`config.mk`:
```
export PLATFORM = sky130hd
export DESIGN_NAME = seven_segment_scanner
export DESIGN_NICKNAME = d
export VERILOG_FILES = /design/src/rtl/seven_segment_scanner.sv
export SDC_FILE = /design/constraint.sdc
export NUM_CORES = 1
export LEC_CHECK = 0
export CORE_MARGIN = 5
export CORE_UTILIZATION = 40
export CTS_CLUSTER_DIAMETER = 30
export CTS_CLUSTER_SIZE = 28
export DETAILED_ROUTE_END_ITERATION = 12
export PLACE_DENSITY_LB_ADDON = 0.05
export RECOVER_POWER = 25
export SYNTH_ARGS = -nofsm -noshare
export SYNTH_HDL_FRONTEND = slang
export SYNTH_SLANG_ARGS = --single-unit
```
`constraint.sdc`:
```
create_clock -name clk -period 5.4 [get_ports clk]
set_clock_uncertainty 0.15 [all_clocks]
set_input_delay 1.08 -clock clk [delete_from_list [all_inputs] [get_ports clk]]
set_output_delay 1.08 -clock clk [all_outputs]
set_load 0.03 [all_outputs]
```
`src/rtl/seven_segment_scanner.sv`:
```
// Time-multiplexed scan controller for a multi-digit seven-segment display.
// Each slot starts with an all-dark dead gap and then lights one digit. New
// values are held in a pending register and only become visible at a frame
// wrap, so a displayed frame never mixes old and new digits.
module seven_segment_scanner #(
    parameter int DIGITS        = 4,
    parameter int PRESCALE      = 50000,
    parameter int DEAD          = 500,
    parameter bit EN_ACTIVE_LOW = 1'b1
) (
    input  logic                  clk,
    input  logic                  rst,
    input  logic [4*DIGITS-1:0]   value,
    input  logic                  load,
    input  logic [DIGITS-1:0]     blank_mask,
    input  logic                  suppress_lz,
    output logic [3:0]            nibble,
    output logic [DIGITS-1:0]     digit_en,
    output logic                  blank,
    output logic                  frame_tick
);

    localparam int            CW       = (PRESCALE > 1) ? $clog2(PRESCALE) : 1;
    localparam int            IW       = (DIGITS > 1) ? $clog2(DIGITS) : 1;
    localparam logic [CW-1:0] CNT_LAST = CW'(PRESCALE - 1);
    localparam logic [CW-1:0] CNT_DEAD = CW'(DEAD);
    localparam logic [IW-1:0] IDX_LAST = IW'(DIGITS - 1);

    typedef enum logic {PH_DEAD, PH_ON} phase_t;

    phase_t                  phase_q, phase_d;
    logic [CW-1:0]           cnt_q, cnt_d;
    logic [IW-1:0]           idx_q, idx_d;
    logic [DIGITS-1:0][3:0]  pending_q, active_q;
    logic [DIGITS-1:0]       mask_q;
    logic                    sup_q;
    logic                    slot_end, wrap;
    logic [DIGITS:0]         upper_zero;
    logic [DIGITS-1:0]       lz_zero;
    logic                    dark;
    logic [DIGITS-1:0]       en_hot;

    assign slot_end = (cnt_q == CNT_LAST);
    assign wrap     = slot_end && (idx_q == IDX_LAST);

    // Prescaler / digit index advance and slot phase for the next cycle
    always_comb begin
        cnt_d   = slot_end ? '0 : cnt_q + 1'b1;
        idx_d   = idx_q;
        if (slot_end)
            idx_d = (idx_q == IDX_LAST) ? '0 : idx_q + 1'b1;
        phase_d = (cnt_d < CNT_DEAD) ? PH_DEAD : PH_ON;
    end

    // State registers; blank_mask and suppress_lz are registered so outputs
    // never depend combinationally on inputs
    always_ff @(posedge clk) begin
        if (rst) begin
            cnt_q      <= '0;
            idx_q      <= '0;
            phase_q    <= PH_DEAD;
            pending_q  <= '0;
            active_q   <= '0;
            mask_q     <= '0;
            sup_q      <= 1'b0;
            frame_tick <= 1'b0;
        end else begin
            cnt_q      <= cnt_d;
            idx_q      <= idx_d;
            phase_q    <= phase_d;
            mask_q     <= blank_mask;
            sup_q      <= suppress_lz;
            frame_tick <= wrap;
            if (load)
                pending_q <= value;
            // A load on the wrap cycle bypasses pending so it shows at once
            if (wrap)
                active_q <= load ? value : pending_q;
        end
    end

    // upper_zero[k]: digits k..DIGITS-1 of the active value are all zero
    assign upper_zero[DIGITS] = 1'b1;
    for (genvar k = 0; k < DIGITS; k++) begin : g_lz
        assign upper_zero[k] = upper_zero[k+1] && (active_q[k] == 4'h0);
    end
    assign lz_zero = upper_zero[DIGITS-1:0];

    // Dark-slot decision and one-hot digit enable, all from registered state
    always_comb begin
        dark = (phase_q == PH_DEAD) || mask_q[idx_q]
            || (sup_q && (idx_q != '0) && lz_zero[idx_q]);
        en_hot = '0;
        for (int k = 0; k < DIGITS; k++)
            en_hot[k] = !dark && (idx_q == IW'(k));
    end

    assign nibble   = active_q[idx_q];
    assign blank    = dark;
    assign digit_en = EN_ACTIVE_LOW ? ~en_hot : en_hot;

endmodule
```
# Yosys cells after proc, flatten, opt, wreduce, memory -nomap -nowiden
# Index checks and enable logic that the tools add are counted.
dict set report classes {
  order_cmp 2
  n_bitwise 2
  reduce_logical 19
  n_mux 10
  eq_ne 4
  addsub 2
}
# operator count
set op_table {}
lappend op_table {{$mux W16} 2}
lappend op_table {{$add A16 B1 Y16 const B} 1}
lappend op_table {{$eq A16 B16 Y1 const B} 1}
lappend op_table {{$logic_not A4 Y1} 4}
lappend op_table {{$lt A16 B9 Y1 const B} 1}
lappend op_table {{$logic_and A1 B1 Y1} 10}
lappend op_table {{$bmux W4 S2} 1}
lappend op_table {{$bmux W1 S2} 2}
lappend op_table {{$eq A2 B2 Y1 const B} 2}
lappend op_table {{$mux W4} 1}
lappend op_table {{$not A4 Y4} 1}
lappend op_table {{$lt A2 B3 Y1 const B} 1}
lappend op_table {{$mux W1} 3}
lappend op_table {{$add A2 B1 Y2 const B} 1}
lappend op_table {{$eq A2 B1 Y1 const B} 1}
lappend op_table {{$logic_not A2 Y1} 1}
lappend op_table {{$logic_or A1 B1 Y1} 2}
lappend op_table {{$mux W2} 1}
lappend op_table {{$reduce_bool A2 Y1} 1}
lappend op_table {{$logic_not A1 Y1} 1}
lappend op_table {{$not A1 Y1} 1}
dict set report totals {
  reg_bits 57
}

# Longest topological paths before layout
dict set report logic_depth {
  word_depth 11
  mapped_depth 7
}

# Worst setup path after synthesis
# OpenSTA, ideal clock, no wires.
dict set report synth_path {
  path_type {reg-to-output}
  startpoint {register idx_q[0]}
  endpoint {output digit_en[0]}
  n_path_buf 1
  path_stages_with_launch 5
  setup_slack_ps 2348
  arrival_time_ps 1822
  path_cell_list {dfxtp_1 clkbuf_1 mux4_2 nor3b_1 nand2_1}
}
dict set report synth_between {
  elab_chain_len 7
}
# element line_no
set synth_rtl {}
lappend synth_rtl {{start, declared} 33} ;# logic [IW-1:0] idx_q, idx_d;
lappend synth_rtl {{start signal, assigned} 69} ;# idx_q <= idx_d;
lappend synth_rtl {{$bmux W1 S2 (tied with other cells)} 91} ;# dark = (phase_q == PH_DEAD) || mask_q[idx_q]
lappend synth_rtl {{$mux W1 (implied by the code) (tied with other cells)} 91}
lappend synth_rtl {{$logic_or A1 B1 Y1 or $logic_and A1 B1 Y1 (tied branches)} {91, 92}}
lappend synth_rtl {{$logic_or A1 B1 Y1} 92} ;# || (sup_q && (idx_q != '0) && lz_zero[idx_q]);
lappend synth_rtl {{$logic_not A1 Y1} 95} ;# en_hot[k] = !dark && (idx_q == IW'(k));
lappend synth_rtl {{$logic_and A1 B1 Y1 (*)} 95}
lappend synth_rtl {{$not A4 Y4 (*)} 100} ;# assign digit_en = EN_ACTIVE_LOW ? ~en_hot : en_hot;
lappend synth_rtl {{end, declared} 18} ;# output logic [DIGITS-1:0] digit_en,
# Mark *: on every way between the ends. The rest lies on a longest branch, timed or not. The select of a mux whose other input is x is not followed.

==> reports/qor.txt <==
Core area -> 6241 um^2
Nets@finish -> 327
Final Max Slew Viols -> 42
Final hold vios -> 0
Startpoint Class -> input pin
Syn Area/Cell -> 9.352 um^2
Initial core utilization -> 0.4046
Post-synthesis compound-gate area fraction -> 0.1155
Final antenna-violating net count -> 0
Critical Path End Type -> register
Initial antenna violation count -> 0
Post-Syn Instances -> 270
Wire per inst -> 14.12 um
Pin count of the biggest net entering global routing -> 42
Top cell types by occurrence after synthesis -> 57 x dfxtp_1, 52 x nor2_1, 16 x mux2i_1
DRC viols -> 0
Multiplexer share of the synthesized area -> 0.1080
Post-synthesis xor/xnor area fraction -> 0.04856
Final GP Congestion -> 0.7921
Area Overhead vs Synth -> 23.64%
First-pass GRT wire length -> 9.135 mm
Synth async-reset ratio -> 0
Layout cell share with drive strength beyond 1 -> 0.08581
Multi-input gate area -> 1291 um^2
Most used DFF post-synth -> dfxtp_1
Rows -> 29
Skew-Pair Late Insertion Delay -> 0.34 ns
DP HPWL -> 3.742 mm
Vias in the first global route -> 1878
GRT Residual Overflow -> 0
HP Class -> reg2reg
Port bufs -> 33
Largest cells by area after synthesis -> dfxtp_1 45%, nor2_1 7.7%, mux2i_1 6.3%
Hold_ws -> 0.3396 ns
1st-pass router iterations -> 6
Clk pin slew, worst setup/hold paths -> 0.06 ns
Worst slew margin -> -0.1743
Outcome -> finished with violations
Ant diodes -> 0
Longest Clk Path Bufs -> 2
Synth Warn # -> 0
RSZ-0062 raised after global routing -> no
H-tree depth -> 3
Top-count cell post-synth -> dfxtp_1
Cell area after synthesis -> 2525 um^2
Post-synth cell types -> 41
FF+latch count, synth -> 57
Setup TNS -> 0 ns
Setup Crit Path Kind -> in2reg
Post-Synth Simple-Gate Area -> 0.2126
CTS Buf Count -> 9
Number of synthesized flops with an enable pin -> 0
Clk sinks -> 57
Max-cap violations -> 1
Via density -> 5.247
Max Freq -> 244.0 MHz
Required @ worst endpoint -> 5.46 ns
Gates resized, CTS repair -> 0
Hold_buf cts -> 0
Mapped Nets -> 299
Pleak -> 1.131 nW
Die area -> 8001 um^2
Seq/Total Area, Yosys -> 0.4519
Worst slew pin tran -> 1.761 ns
Period Utilization, post-route -> 0.7589
Reg area -> 1141 um^2
Postcts setup bufs -> 0
Aggregate global-route resource usage -> 0.1506
Detailed Route WL -> 5.366 mm
FILL cells -> 587
Starting DRC count in detailed routing -> 104
Vias post-DR -> 1994
Yosys top cell by area -> dfxtp_1
Die width -> 89.45 um
Worst VDD drop -> 192.3 uV
Root buffer cell -> clkbuf_8
PD cells -> 300.4 nW/um^2
Largest family of logic cells by synthesized area -> simple AND/OR/NAND/NOR gates
Failing checks -> capacitance limit, slew limit
Post-synthesis adder-cell area fraction -> 0.02478
Die Span Y -> 89.45 um
I/O Pins -> 34
CP Max Fanout -> 41
Setup violators final -> 0
Crit path DAT -> 4.16 ns
Top cell type's share of synthesized area -> 0.4519
Final min period -> 4.098 ns
CTS tree -> built
-- cell families after synthesis --
| group | count (synthesis) |
|---|---|
| AO/OA/AOI/OAI | 40 |
| multiplexers | 21 |
| XOR/XNOR | 14 |
| adder cells (fa/ha/maj) | 5 |
| buffers and inverters | 24 |
| flip-flops | 57 |
| AND/OR/NAND/NOR | 109 |
-- report_power, final --
| group | switching [W] | internal [W] | total [W] | leakage, nW |
|---|---|---|---|---|
| Combinational | 0.0000216 | 0.0000268 | 0.0000483 | 0.552 |
| Sequential | 0.00000529 | 0.000431 | 0.000437 | 0.464 |
| Clock | 0.000170 | 0.000283 | 0.000453 | 0.115 |
| Total | 0.000197 | 0.000741 | 0.000938 | 1.13 |
-- stage by stage --
step	total power (W)	worst slack (ns)	utilization	cell area [um^2]	cells
finish	0.0009379	1.302	0.5002	3122	380
global route	0.0009786	1.043	0.5002	3122	380
CTS	0.0009539	1.501	0.5008	3126	380
detailed placement	0.0004955	1.874	0.4641	2897	364
global placement	0.0004947	1.920	0.4641	2897	364
floorplan	0.0004719	2.348	-	2525	270
-- cell usage in the layout (no fill, tap or decap), drive strengths merged, types with 6 or more instances in the layout --
cell type,n
clkdlybuf4s50,32
dfxtp,57
xnor2,7
a211oi,13
nand2,12
o21ai,6
clkbuf,12
inv,6
mux2i,16
a21oi,6
nor2,52
xor2,7
-- routing by layer --
layer / global-route usage / vias to the layer above / part of all wire
met1: 0.1754 / 932 / 0.45
met3: 0.05899 / 8 / 0.056
met4: 0.05819 / 0 / 0.013
li1: - / 1022 / -
met2: 0.2492 / 32 / 0.48
met5: 0 / - / 0
-- flip-flops by register name (all words and copies together), names as in the netlist --
register,count
frame_tick,1
pending_q,16
mask_q,4
active_q,16
phase_q,1
sup_q,1
idx_q,2
cnt_q,16
-- worst paths after layout --
kind	slack, ns	depth (start not counted)	end	start
worst min-delay path	0.34	2	pending_q[15]	pending_q[15]
worst min register to register	0.34	2	pending_q[15]	pending_q[15]
worst max register to register	2.44	6	phase_q	cnt_q[0]
worst max-delay path	1.30	5	phase_q	rst
-- worst max-delay path, stage by stage --
cell and delay [ns]:
dlygate4sd3_1 0.67, clkbuf_1 1.30, o21bai_2 0.48, a311oi_1 0.08, or4_1 0.53
-- area by class of cell --
cell class | instances | share of cell area
multi-input combinational | 189 | 0.4136
timing repair buffer | 35 | 0.1094
clock buffer | 11 | 0.04850
clock inverter | 5 | 0.02485
tap | 77 | 0.03086
sequential | 57 | 0.3655
inverter | 6 | 0.007214
Power figures use the tool's default switching activity.
